File: config.mk
export PLATFORM = sky130hd
export DESIGN_NAME = fp_normalize_round_flat
export DESIGN_NICKNAME = d
export VERILOG_FILES = /design/src/rtl/fp_normalize_round_if.sv /design/src/rtl/fp_normalize_round.sv /design/src/flat_wrapper.sv
export SDC_FILE = /design/constraint.sdc
export NUM_CORES = 1
export LEC_CHECK = 0
export CAP_MARGIN = 20
export CORE_UTILIZATION = 30
export DETAILED_ROUTE_END_ITERATION = 10
export PLACE_DENSITY = 0.51
export SYNTH_ARGS = -nofsm -noshare
export SYNTH_HDL_FRONTEND = slang
export SYNTH_SLANG_ARGS = --single-unit
File: constraint.sdc
create_clock -name clk -period 4.8 [get_ports clk]
set_input_delay 0.96 -clock clk [delete_from_list [all_inputs] [get_ports clk]]
set_output_delay 0.96 -clock clk [all_outputs]
set_load 0.02 [all_outputs]
File: src/rtl/fp_normalize_round_if.sv
// Handshake and data bundle between the FP adder front end, the normalize/round stage
// and the downstream consumer of packed single-precision results.
interface fp_normalize_round_if;
  logic        in_valid;
  logic        in_ready;
  logic        in_sign;
  logic [7:0]  in_exponent;
  logic [24:0] in_mantissa;
  logic        in_guard;
  logic        in_round;
  logic        in_sticky;
  logic [2:0]  rounding_mode;
  logic        out_valid;
  logic        out_ready;
  logic [31:0] out;
  logic [2:0]  exception;

  modport master (
    output in_valid, in_sign, in_exponent, in_mantissa, in_guard, in_round, in_sticky,
    output rounding_mode, out_ready,
    input  in_ready, out_valid, out, exception
  );

  modport slave (
    input  in_valid, in_sign, in_exponent, in_mantissa, in_guard, in_round, in_sticky,
    input  rounding_mode, out_ready,
    output in_ready, out_valid, out, exception
  );
endinterface

File: src/rtl/fp_normalize_round.sv
// FP adder back end: iterative one-bit-per-cycle renormalization, IEEE-754 rounding
// and packing to single precision with overflow/underflow/inexact flags.
module fp_normalize_round #(
  parameter int EXP_W = 10
) (
  input logic               clk,
  input logic               rst,
  fp_normalize_round_if.slave bus
);

  typedef enum logic [1:0] {
    IDLE  = 2'd0,
    NORM  = 2'd1,
    ROUND = 2'd2,
    HOLD  = 2'd3
  } state_t;

  state_t                    state_r;
  logic                      sign_r;
  logic signed [EXP_W-1:0]   exp_r;
  logic [24:0]               mant_r;
  logic                      g_r;
  logic                      r_r;
  logic                      s_r;
  logic [2:0]                mode_r;
  logic [31:0]               out_r;
  logic [2:0]                exc_r;
  logic                      out_valid_r;
  logic                      in_ready_r;

  logic                      grs_s;
  logic                      inc_s;
  logic [24:0]               sum_s;
  logic [23:0]               m_s;
  logic signed [EXP_W-1:0]   e_s;
  logic [7:0]                ef_s;
  logic [30:0]               mag_s;
  logic [31:0]               out_s;
  logic [2:0]                exc_s;

  assign bus.in_ready  = in_ready_r;
  assign bus.out_valid = out_valid_r;
  assign bus.out       = out_r;
  assign bus.exception = exc_r;

  // Rounding, exponent fix-up and packing of the normalized value held in the datapath.
  always_comb begin
    grs_s = g_r | r_r | s_r;
    inc_s = 1'b0;
    mag_s = 31'h7F800000;
    case (mode_r)
      3'b001:  inc_s = 1'b0;
      3'b010:  inc_s = sign_r & grs_s;
      3'b011:  inc_s = ~sign_r & grs_s;
      3'b100:  inc_s = g_r;
      default: inc_s = g_r & (r_r | s_r | mant_r[0]);
    endcase
    sum_s = {1'b0, mant_r[23:0]} + {24'd0, inc_s};
    if (sum_s[24]) begin
      m_s = sum_s[24:1];
      e_s = exp_r + EXP_W'(1);
    end else begin
      m_s = sum_s[23:0];
      e_s = exp_r;
    end
    // A subnormal that rounded up into the hidden bit keeps exponent field 1.
    if ((e_s == EXP_W'(1)) && !m_s[23]) begin
      ef_s = 8'd0;
    end else begin
      ef_s = e_s[7:0];
    end
    case (mode_r)
      3'b001:  mag_s = 31'h7F7FFFFF;
      3'b010:  mag_s = sign_r ? 31'h7F800000 : 31'h7F7FFFFF;
      3'b011:  mag_s = sign_r ? 31'h7F7FFFFF : 31'h7F800000;
      default: mag_s = 31'h7F800000;
    endcase
    if ((mant_r == 25'd0) && !grs_s) begin
      out_s = {sign_r, 31'd0};
      exc_s = 3'b000;
    end else if (e_s >= EXP_W'(255)) begin
      out_s = {sign_r, mag_s};
      exc_s = 3'b101;
    end else begin
      out_s = {sign_r, ef_s, m_s[22:0]};
      exc_s = {1'b0, grs_s & (ef_s == 8'd0), grs_s};
    end
  end

  // Control FSM and datapath registers.
  always_ff @(posedge clk) begin
    if (rst) begin
      state_r     <= IDLE;
      sign_r      <= 1'b0;
      exp_r       <= '0;
      mant_r      <= 25'd0;
      g_r         <= 1'b0;
      r_r         <= 1'b0;
      s_r         <= 1'b0;
      mode_r      <= 3'b000;
      out_r       <= 32'd0;
      exc_r       <= 3'b000;
      out_valid_r <= 1'b0;
      in_ready_r  <= 1'b0;
    end else begin
      case (state_r)
        IDLE: begin
          if (bus.in_valid && in_ready_r) begin
            sign_r     <= bus.in_sign;
            exp_r      <= (bus.in_exponent == 8'd0) ? EXP_W'(1) : EXP_W'(bus.in_exponent);
            mant_r     <= bus.in_mantissa;
            g_r        <= bus.in_guard;
            r_r        <= bus.in_round;
            s_r        <= bus.in_sticky;
            mode_r     <= bus.rounding_mode;
            in_ready_r <= 1'b0;
            state_r    <= NORM;
          end else begin
            in_ready_r <= 1'b1;
          end
        end
        NORM: begin
          if ((mant_r == 25'd0) && !(g_r | r_r | s_r)) begin
            state_r <= ROUND;
          end else if (mant_r[24]) begin
            // The carry shift costs its own cycle; the next NORM cycle sees bit 23 set.
            mant_r <= {1'b0, mant_r[24:1]};
            g_r    <= mant_r[0];
            r_r    <= g_r;
            s_r    <= s_r | r_r;
            exp_r  <= exp_r + EXP_W'(1);
          end else if (!mant_r[23] && (exp_r > EXP_W'(1))) begin
            mant_r <= {mant_r[23:0], g_r};
            g_r    <= r_r;
            r_r    <= 1'b0;
            exp_r  <= exp_r - EXP_W'(1);
          end else begin
            state_r <= ROUND;
          end
        end
        ROUND: begin
          out_r       <= out_s;
          exc_r       <= exc_s;
          out_valid_r <= 1'b1;
          state_r     <= HOLD;
        end
        HOLD: begin
          if (bus.out_ready) begin
            out_valid_r <= 1'b0;
            in_ready_r  <= 1'b1;
            state_r     <= IDLE;
          end else begin
            out_valid_r <= 1'b1;
          end
        end
        default: begin
          state_r <= IDLE;
        end
      endcase
    end
  end

endmodule

File: src/flat_wrapper.sv
// flat-port wrapper written by rule: the top's interface ports become plain ports
module fp_normalize_round_flat 
#(
  parameter int EXP_W = 10
)
  (clk, rst, bus_in_valid, bus_in_sign, bus_in_exponent, bus_in_mantissa, bus_in_guard, bus_in_round, bus_in_sticky, bus_rounding_mode, bus_out_ready, bus_in_ready, bus_out_valid, bus_out, bus_exception);
  fp_normalize_round_if bus_i ();
  input logic clk;
  input logic rst;
  input wire logic [$bits(bus_i.in_valid)-1:0] bus_in_valid;
  input wire logic [$bits(bus_i.in_sign)-1:0] bus_in_sign;
  input wire logic [$bits(bus_i.in_exponent)-1:0] bus_in_exponent;
  input wire logic [$bits(bus_i.in_mantissa)-1:0] bus_in_mantissa;
  input wire logic [$bits(bus_i.in_guard)-1:0] bus_in_guard;
  input wire logic [$bits(bus_i.in_round)-1:0] bus_in_round;
  input wire logic [$bits(bus_i.in_sticky)-1:0] bus_in_sticky;
  input wire logic [$bits(bus_i.rounding_mode)-1:0] bus_rounding_mode;
  input wire logic [$bits(bus_i.out_ready)-1:0] bus_out_ready;
  output wire logic [$bits(bus_i.in_ready)-1:0] bus_in_ready;
  output wire logic [$bits(bus_i.out_valid)-1:0] bus_out_valid;
  output wire logic [$bits(bus_i.out)-1:0] bus_out;
  output wire logic [$bits(bus_i.exception)-1:0] bus_exception;
  assign bus_i.in_valid = bus_in_valid;
  assign bus_i.in_sign = bus_in_sign;
  assign bus_i.in_exponent = bus_in_exponent;
  assign bus_i.in_mantissa = bus_in_mantissa;
  assign bus_i.in_guard = bus_in_guard;
  assign bus_i.in_round = bus_in_round;
  assign bus_i.in_sticky = bus_in_sticky;
  assign bus_i.rounding_mode = bus_rounding_mode;
  assign bus_i.out_ready = bus_out_ready;
  assign bus_in_ready = bus_i.in_ready;
  assign bus_out_valid = bus_i.out_valid;
  assign bus_out = bus_i.out;
  assign bus_exception = bus_i.exception;
  fp_normalize_round #(.EXP_W(EXP_W)) u_core (.clk(clk), .rst(rst), .bus(bus_i));
endmodule
### Yosys cells after proc, flatten, opt, wreduce, memory -nomap -nowiden

Cells that the tools add are included.

* input port bits: 44
* word-level logic and storage cells: 109
* output and inout bits: 37
* register bits: 81

* bitwise logic cells: 9
* order comparisons: 2
* reductions and logical operators: 20
* add/sub/neg operators: 3
* equality and inequality tests: 15
* mux-type cells: 47

Operators with widths (count)
* $mux 25: 4
* $pmux 31 s3: 1
* $mux 24: 3
* $mux 31: 2
* $mux 10: 5
* $pmux 25 s2: 1
* $add 24x1->25: 1
* $logic_not 25->1: 1
* $pmux 10 s2: 1
* $logic_not 8->1: 2
* $mux 8: 2
* $mux 1: 14
* $reduce_and 4->1: 3
* $add 10x2->10 const B: 1
* $eq 10x2->1 const B: 1
* $ge 10x9->1 const B: 1
* $gt 10x2->1 const B: 1
* $mux 2: 5
* $pmux 1 s2: 5
* $sub 10x2->10 const B: 1
* $pmux 2 s4: 1
* $eq 3x2->1 const B: 2
* $mux 3: 2
* $reduce_bool 2->1: 3
* 18 further kinds: 33

### Longest topological paths before layout

Gate-level depths: netlist (run 1).

* depth in word-level cells: 13
* depth in mapped cells: 15
* mapped depth without buffers: 13

### Least setup slack after synthesis (run 1)

Ideal clock, no wire load.

* path type: reg2reg
* start point: register u_core.mode_r[0]
* end point: register u_core.out_r[10] (netlist: u_core.bus.out[10])
* data arrival time: 2.867 ns
* period minus slack after synthesis: 3.020 ns
* path buffers: 1
* path slack: 1.780 ns
* setup time: 0.154 ns
* cell stages (with the launch flop): 15
* data required time: 4.646 ns
* cells stage by stage: dfxtp_1 > nor2_1 > o32a_1 > a21oi_1 > o22ai_1 > ha_1 > ha_1 > nand4_1 > nor4_4 > nand3_1 > xor2_1 > o21ai_0 > o21ai_2 > buf_6 > a221oi_1

* longest elaborated chain between the ends: 7
* elaborated cells between the ends (all ways): 12
* classes of those cells: 1 x add/sub; 1 x order compare; 4 x eq/ne; 6 x mux

RTL lines
* start, declared: RTL line fp_normalize_round.sv:25 `logic [2:0] mode_r;`
* start signal, assigned: RTL line fp_normalize_round.sv:115 `mode_r <= bus.rounding_mode;`
* $eq 3x3->1, or another cell as far along: RTL line fp_normalize_round.sv:51 `case (mode_r)`
* $pmux 1 s4: RTL line fp_normalize_round.sv:51
* $add 24x1->25: RTL line fp_normalize_round.sv:58 `sum_s = {1'b0, mant_r[23:0]} + {24'd0, inc_s};`
* $mux 10: RTL line fp_normalize_round.sv:59 `if (sum_s[24]) begin`
* $ge 10x9->1: RTL line fp_normalize_round.sv:81 `end else if (e_s >= EXP_W'(255)) begin`
* $mux 31 *: RTL line fp_normalize_round.sv:81
* $mux 31 *: RTL line fp_normalize_round.sv:78 `if ((mant_r == 25'd0) && !grs_s) begin`
* end signal, assigned: RTL line fp_normalize_round.sv:142 `out_r <= out_s;`
* end, declared: RTL line fp_normalize_round.sv:26 `logic [31:0] out_r;`

Mark *: on every way between the ends. The rest lies on a longest branch, timed or not.
A chain may end at the register's enable or synchronous reset.

### Worst setup path after layout (run 1)

* start point: register u_core.mode_r[0]
* end point: register u_core.out_r[19] (netlist: u_core.bus.out[19])

Same word-level chain as after synthesis.

==> results.txt, run 1 <==
----------------------------------------------------
[Status]
  Outcome ... complete, no violations

[STA]
  Clock tree skew after final layout ... 5.35 ps
  Setup slack after layout ... 976 ps
  Total Neg Setup Slack ... 0 ps
  Max Slew Vio Count ... 0
  Worst slew slack as a fraction of its limit ... 0.451
  Post-layout min period ... 3820 ps
  RSZ-0062 raised after global routing ... false
  Number of setup violations in the final report ... 0
  Worst-Margin Slew ... 823 ps
  Final worst path period share ... 0.797
  Maximum achievable frequency ... 262 MHz
  Number of hold violations in the final report ... 0

[Placement]
  Hpwl dp ... 11.7 mm
  Port buffer count ... 80
  Weighted congestion reported at the end of routability-driven placement ... 0.825
  Setup WS pre-CTS ... 970 ps

[Setup path]
  Path depth of the worst reg2reg path ... 13
  Data arrival time at the worst-slack endpoint ... 4070 ps
  Crit start category ... register
  Worst reg2reg path endpoint ... u_core.bus.out[19]
  Slack of the worst reg-to-reg path ... 980 ps
  Kind of critical path ... reg2reg
  Largest incremental delay on the critical path ... 700 ps
  Critical path startpoint ... u_core.mode_r[0]
  Crit path max fanout ... 16
  Ordered list of cells on the worst path ... nor2_1, o32a_1, a21oi_1, o22ai_1, ha_1, ha_1, nand4_1, nor4_4, and4bb_2, nor3_4, o21ai_4, nand2_2, a221oi_1
  Crit path max-delay cell type ... sky130_fd_sc_hd__nor4_4
  Kind of end point of the critical path ... register
  Total number of cells along the worst setup path ... 13
  Setup crit end ... u_core.bus.out[19]
  Origin of the critical flop-to-flop path ... u_core.mode_r[0]
  Crit-path leading delay family ... simple AND/OR/NAND/NOR gates
  Most numerous cell on the critical path ... sky130_fd_sc_hd__ha_1
  CP Data Required Time ... 5050 ps
  Number of buffers and inverters on the critical path ... 0

[Detailed routing]
  Routed length per instance ... 16.9 µm
  Number of nets with antenna violations after detailed routing ... 0
  Wirelength, routed ... 16.2 mm
  Vias post-DR ... 5,178
  Via count normalized by instance count ... 5.38
  Number of detailed-routing iterations run before antenna repair ... 5
  Count of unresolved DRC violations after routing ... 0
  Initial detailed-routing violation count ... 389

[Logic synthesis]
  Number of standard cells after synthesis ... 706
  Post-Syn Area ... 5360 µm²
  Unique cell type count in the Yosys netlist ... 62
  Flops & latches, synth ... 81
  Count of yosys warnings during synthesis ... 0
  Sequential-to-total area share from yosys stat ... 0.303
  Avg Cell Area, Syn ... 7.59 µm²
  Most used DFF post-synth ... sky130_fd_sc_hd__dfxtp_1
  Number of enable-type register cells in the synthesized netlist ... 0
  Synth Net Count ... 759
  Asr flop ratio synth ... 0

[CTS]
  Latest clock arrival within the worst-skew pair ... 340 ps
  Number of buffers on the longest clock path ... 2
  H-tree lvl count ... 3
  Clock sink count ... 81
  Root Buffer Master ... sky130_fd_sc_hd__clkbuf_16
  Number of buffers inserted during clock tree synthesis ... 9
  Number of buffers inserted by post-CTS setup repair ... 0
  Number of instances resized during post-cts repair ... 0
  TritonCTS clock tree ... done
  Post-cts hold buffer count ... 0
  Post-CTS clock slew at the launch and capture registers of the worst setup and hold paths ... 60 ps

[Global route]
  Global-route usage over all layers ... 0.183
  Wire length of the first global-routing pass ... 26.4 mm
  Vias in the first global route ... 4,919
  Number of antenna violations at the first check in global routing ... 0
  Overflow left after global routing ... 0
  Largest net degree at the start of global routing ... 49

[Finish]
  Layout Utilization ... 0.373
  Most frequent standard cell in the layout excluding fill and tap cells ... sky130_fd_sc_hd__nand2_1
  Number of fill cells in the layout ... 1,781
  P&R area growth vs syn ... 20.8%
  Final antenna diode count ... 0
  Number of nets in the layout ... 786
  Share of post-route cells with drive strength above 1 ... 0.0705
  Leading cell types in the layout, fill and taps excluded ... sky130_fd_sc_hd__nand2_1 (139), sky130_fd_sc_hd__dfxtp_1 (81), sky130_fd_sc_hd__clkdlybuf4s50_1 (79)

[Floorplan]
  Ports ... 81
  Die footprint ... 18,400 µm²
  Row count ... 48
  Starting Density ... 0.309
  Horiz. Die Dim ... 136 µm
  Die boundary height ... 136 µm
  Floorplan Core Area ... 17,400 µm²

[Pwr]
  Switching part of the total ... 0.488
  Cell internal power dissipation ... 2.11 mW
  Clock power share ... 0.177
  Worst voltage drop across the vdd grid ... 0.313 mV
  Static leakage ... 2.05 nW
  Combinational power share ... 0.509
  Pwr/cell area ... 636 nW/µm²
  Sequential power share ... 0.314
  Net switching component of the power ... 2.01 mW

[Run]
  Max-cap violations ... 0

[Worst hold path]
  Worst min-delay path class ... reg2reg

----------------------------------------------------
[cell families after synthesis]
kind of cell / share of synthesized area
XOR/XNOR: 0.0654
buffers and inverters: 0.0724
AO/OA/AOI/OAI: 0.276
AND/OR/NAND/NOR: 0.248
adder cells (fa/ha/maj): 0.0210
flip-flops: 0.303
multiplexers: 0.0149
[worst min path at each step]
stage	startpoint	to	slack [ps]	cells after the start
after global routing	u_core.bus.out[29]	u_core.bus.out[29]	490	2
after global placement	u_core.bus.out[30]	u_core.bus.out[30]	450	2
after detailed placement	u_core.bus.out[17]	u_core.bus.out[17]	450	2
after CTS	u_core.bus.out[17]	u_core.bus.out[17]	470	2
final	u_core.bus.out[27]	u_core.bus.out[27]	460	2
after floorplan	u_core.g_r	u_core.g_r	460	2
[area by class of cell]
cell class                 instances  area (µm²)  share of cell area
multi-input combinational        539        3350               0.518
sequential                        81        1620               0.250
timing repair buffer              89         863               0.133
tap                              225         282              0.0435
clock buffer                      14         274              0.0423
inverter                          13        48.8             0.00753
clock inverter                     2        35.0             0.00541
[cell usage after synthesis (7+ instances only)]
cell type,number,share of area
sky130_fd_sc_hd__nor3_1,11,0.010
sky130_fd_sc_hd__and4_1,7,0.011
sky130_fd_sc_hd__o21ai_0,25,0.023
sky130_fd_sc_hd__xnor2_1,24,0.039
sky130_fd_sc_hd__nand4_1,10,0.012
sky130_fd_sc_hd__nand2_1,139,0.097
sky130_fd_sc_hd__a221oi_1,10,0.016
sky130_fd_sc_hd__a221oi_2,10,0.028
sky130_fd_sc_hd__nand3_1,15,0.014
sky130_fd_sc_hd__inv_1,13,0.0091
sky130_fd_sc_hd__nor2_1,44,0.031
sky130_fd_sc_hd__buf_2,17,0.016
sky130_fd_sc_hd__xor2_1,16,0.026
sky130_fd_sc_hd__a21boi_0,10,0.014
sky130_fd_sc_hd__a21oi_1,55,0.051
sky130_fd_sc_hd__mux2i_1,8,0.015
sky130_fd_sc_hd__clkbuf_1,43,0.030
sky130_fd_sc_hd__o211ai_1,51,0.071
sky130_fd_sc_hd__nor4_1,10,0.012
sky130_fd_sc_hd__ha_1,9,0.021
sky130_fd_sc_hd__dfxtp_1,81,0.30
[per-stage QoR]
step                power [mW]  cells  hold slack, ps  instance area, µm²
floorplan                 2.81    706             463                5360
global placement          3.35    947             448                6170
detailed placement        3.37    947             451                6170
CTS                       4.12    963             465                6480
global route              4.43    963             495                6480
finish                    4.12    963             462                6480
[metal layers]
layer / vias to the layer above / global-route usage / routed length (µm)
li1: 2584 / - / -
met1: 2436 / 0.263 / 8230
met2: 141 / 0.270 / 7000
met3: 17 / 0.0243 / 682
met4: 0 / 0.0762 / 316
met5: - / 0 / 0
[power by group through the flow]
stage	combinational, mW	sequential (mW)	clock [mW]
after floorplan	1.79	1.01	0
after global placement	2.06	1.29	0
after detailed placement	2.07	1.30	0
after CTS	2.09	1.28	0.748
after global routing	2.32	1.34	0.772
final	2.10	1.29	0.728
[worst register-to-register path, stage by stage, from the launching register on]
cell and delay, ps:
sky130_fd_sc_hd__dfxtp_1 350, sky130_fd_sc_hd__nor2_1 150, sky130_fd_sc_hd__o32a_1 160, sky130_fd_sc_hd__a21oi_1 40, sky130_fd_sc_hd__o22ai_1 190, sky130_fd_sc_hd__ha_1 210, sky130_fd_sc_hd__ha_1 230, sky130_fd_sc_hd__nand4_1 210
sky130_fd_sc_hd__nor4_4 700, sky130_fd_sc_hd__and4bb_2 400, sky130_fd_sc_hd__nor3_4 70, sky130_fd_sc_hd__o21ai_4 390, sky130_fd_sc_hd__nand2_2 310, sky130_fd_sc_hd__a221oi_1 330
[sequential cells by signal, indices dropped and copies added (netlist names)]
register / flops
u_core.mode_r: 3
u_core.exp_r: 10
u_core.r_r: 1
u_core.bus.exception: 3
u_core.bus.out_valid: 1
u_core.mant_r: 25
u_core.sign_r: 1
u_core.state_r: 2
u_core.bus.in_ready: 1
u_core.g_r: 1
u_core.bus.out: 32
u_core.s_r: 1
Power figures use the tool's default switching activity.
==> run 2, diff against run 1 <==
- PLACE_DENSITY: 0.51 -> 0.53
- clock period: 4.8 -> 3.4 ns (I/O delays scaled with it)
==> run 2 against run 1 <==
Worst hold slack worse by 11 ps. Global-route usage is 0.15 points lower. Sequential power is 35% higher. Cell count is 1.7% higher. Die area stayed put. Count of clock-buffer cells in the layout is 4 lower. Setup slack worse by 770 ps. Combinational power is 52% higher. Register-to-register slack worse by 770 ps. Sequential share of layout area is 0.46 points lower. Critical path type unchanged. Largest power group unchanged.
==> results.txt, run 2 (synthesis results as in run 1) <==
----------------------------------------------------
[Finish]
  Final antenna diode count ... 0
  Combined area of the multi-input logic cells ... 3380 µm²
  Number of fill cells in the layout ... 1,784
  Most frequent standard cell in the layout excluding fill and tap cells ... sky130_fd_sc_hd__nand2_1
  Register area ... 1620 µm²
  Layout Utilization ... 0.381
  Leading cell types in the layout, fill and taps excluded ... sky130_fd_sc_hd__nand2_1 (139), sky130_fd_sc_hd__clkdlybuf4s50_1 (79), sky130_fd_sc_hd__dfxtp_1 (79)
  Max reg flops ... 32
  Share of post-route cells with drive strength above 1 ... 0.102
  Final cell count without fillers ... 979
  P&R area growth vs syn ... 23.3%
  Number of nets in the layout ... 803

[Worst hold path]
  Worst min-delay path class ... reg2reg

[CTS]
  Root Buffer Master ... sky130_fd_sc_hd__clkbuf_16
  Clock sink count ... 81
  TritonCTS clock tree ... done
  Number of buffers on the longest clock path ... 2
  Post-CTS clock slew at the launch and capture registers of the worst setup and hold paths ... 60 ps
  Latest clock arrival within the worst-skew pair ... 350 ps
  Number of buffers inserted during clock tree synthesis ... 9
  H-tree lvl count ... 3

[STA]
  Setup slack after layout ... 211 ps
  Maximum achievable frequency ... 314 MHz
  Worst slew slack as a fraction of its limit ... 0.461
  Clock tree skew after final layout ... 10.6 ps
  Max Slew Vio Count ... 0
  Number of hold violations in the final report ... 0
  Final worst path period share ... 0.938
  Total Neg Setup Slack ... 0 ps
  Number of setup violations in the final report ... 0
  Post-layout min period ... 3190 ps
  Worst-Margin Slew ... 806 ps
  RSZ-0062 raised after global routing ... false

[Setup path]
  Kind of critical path ... reg2reg
  Number of buffers and inverters on the critical path ... 2
  Crit-path leading delay family ... compound AO/OA/AOI/OAI gates
  Ordered list of cells on the worst path ... o32a_1, a21oi_1, o22ai_1, ha_2, ha_2, nand4_1, nor4_4, buf_4, and4bb_2, nor3_4, o21ai_4, a21oi_2, buf_4, a221oi_1
  Largest incremental delay on the critical path ... 470 ps
  Data arrival time at the worst-slack endpoint ... 3440 ps
  CP Data Required Time ... 3650 ps
  Crit path max fanout ... 9
  Kind of end point of the critical path ... register
  Crit path max-delay cell type ... sky130_fd_sc_hd__dfxtp_1
  Crit start category ... register

[Detailed routing]
  Number of nets with antenna violations after detailed routing ... 0
  Number of detailed-routing iterations run before antenna repair ... 5
  Wirelength, routed ... 16.4 mm
  Vias post-DR ... 5,296
  Routed length per instance ... 16.7 µm
  Initial detailed-routing violation count ... 402
  Via count normalized by instance count ... 5.41
  Count of unresolved DRC violations after routing ... 0

[Pwr]
  Static leakage ... 2.12 nW
  Worst voltage drop across the vdd grid ... 0.319 mV
  Post-layout total power ... 5.83 mW
  Pwr/cell area ... 881 nW/µm²

[Placement]
  Hpwl dp ... 11.9 mm
  Port buffer count ... 80
  Cell Count Post-Placement ... 962
  Setup WS pre-CTS ... -8.05 ps
  Weighted congestion reported at the end of routability-driven placement ... 0.823

[Floorplan]
  Die boundary height ... 136 µm
  Starting Density ... 0.309
  Die footprint ... 18,400 µm²
  Row count ... 48
  Floorplan Core Area ... 17,400 µm²
  Ports ... 81
  Horiz. Die Dim ... 136 µm

[Global route]
  Global-route usage over all layers ... 0.181
  Vias in the first global route ... 4,896
  Met3 layer usage reported by global route ... 0.0254
  Largest net degree at the start of global routing ... 57
  Global routing's busiest layer ... met2
  Met2 track demand over resource in global routing ... 0.269
  Number of antenna violations at the first check in global routing ... 0
  Overflow left after global routing ... 0
  Met1 track utilization from global routing ... 0.263
  Wire length of the first global-routing pass ... 26.3 mm

[Status]
  Outcome ... complete, no violations

[Run]
  Max-cap violations ... 0

----------------------------------------------------
run 2: path summary, 6_finish.rpt:
check | start | endpoint | slack (ps) | cells past startpoint
setup / recovery | u_core.mode_r[2] | u_core.bus.out[8] | 210 | 14
hold / removal | u_core.bus.out[24] | u_core.bus.out[24] | 450 | 2
setup reg to reg | u_core.mode_r[2] | u_core.bus.out[8] | 210 | 14
hold reg to reg | u_core.bus.out[24] | u_core.bus.out[24] | 450 | 2
run 2: worst register-to-register path: cells and delay by family, from the launching register on:
family / cells / cell delay (ps)
AOI/OAI and AO/OA: 6 / 1050
buffers and inverters: 2 / 360
and+or+nand+nor: 4 / 790
adders and majority gates: 2 / 420
DFF: 1 / 470
run 2: repair_timing:
action	4_1_cts	5_1_grt
gates resized for setup	0	11
setup endpoints to repair	1	33
setup buffers	0	2
hold buffers	0	0
pin swaps	1	2
run 2: layer usage:
layer  vias up  routed length, µm
li1       2624                  -
met1      2493               8210
met2       164               7100
met3        15                801
met4         0                253
met5         -                  0
run 2: final cells by class:
type,count,share of cell area
clock buffer,10,0.0346
multi-input combinational,539,0.512
tap,225,0.0426
timing repair buffer,106,0.153
sequential,81,0.246
clock inverter,5,0.00511
inverter,13,0.00738
run 2: where the power goes:
group	switching (mW)	internal, mW
Combinational	1.95	1.25
Clock	0.396	0.489
Sequential	0.526	1.22
Total	2.87	2.95
run 2: stage by stage:
| stage | instance area [µm²] | hold WS (ps) |
|---|---|---|
| 2_1_floorplan | 5360 | 463 |
| 3_3_place_gp | 6290 | 448 |
| 3_5_place_dp | 6300 | 446 |
| 4_1_cts | 6560 | 458 |
| 5_1_grt | 6610 | 468 |
| 6_report | 6610 | 450 |
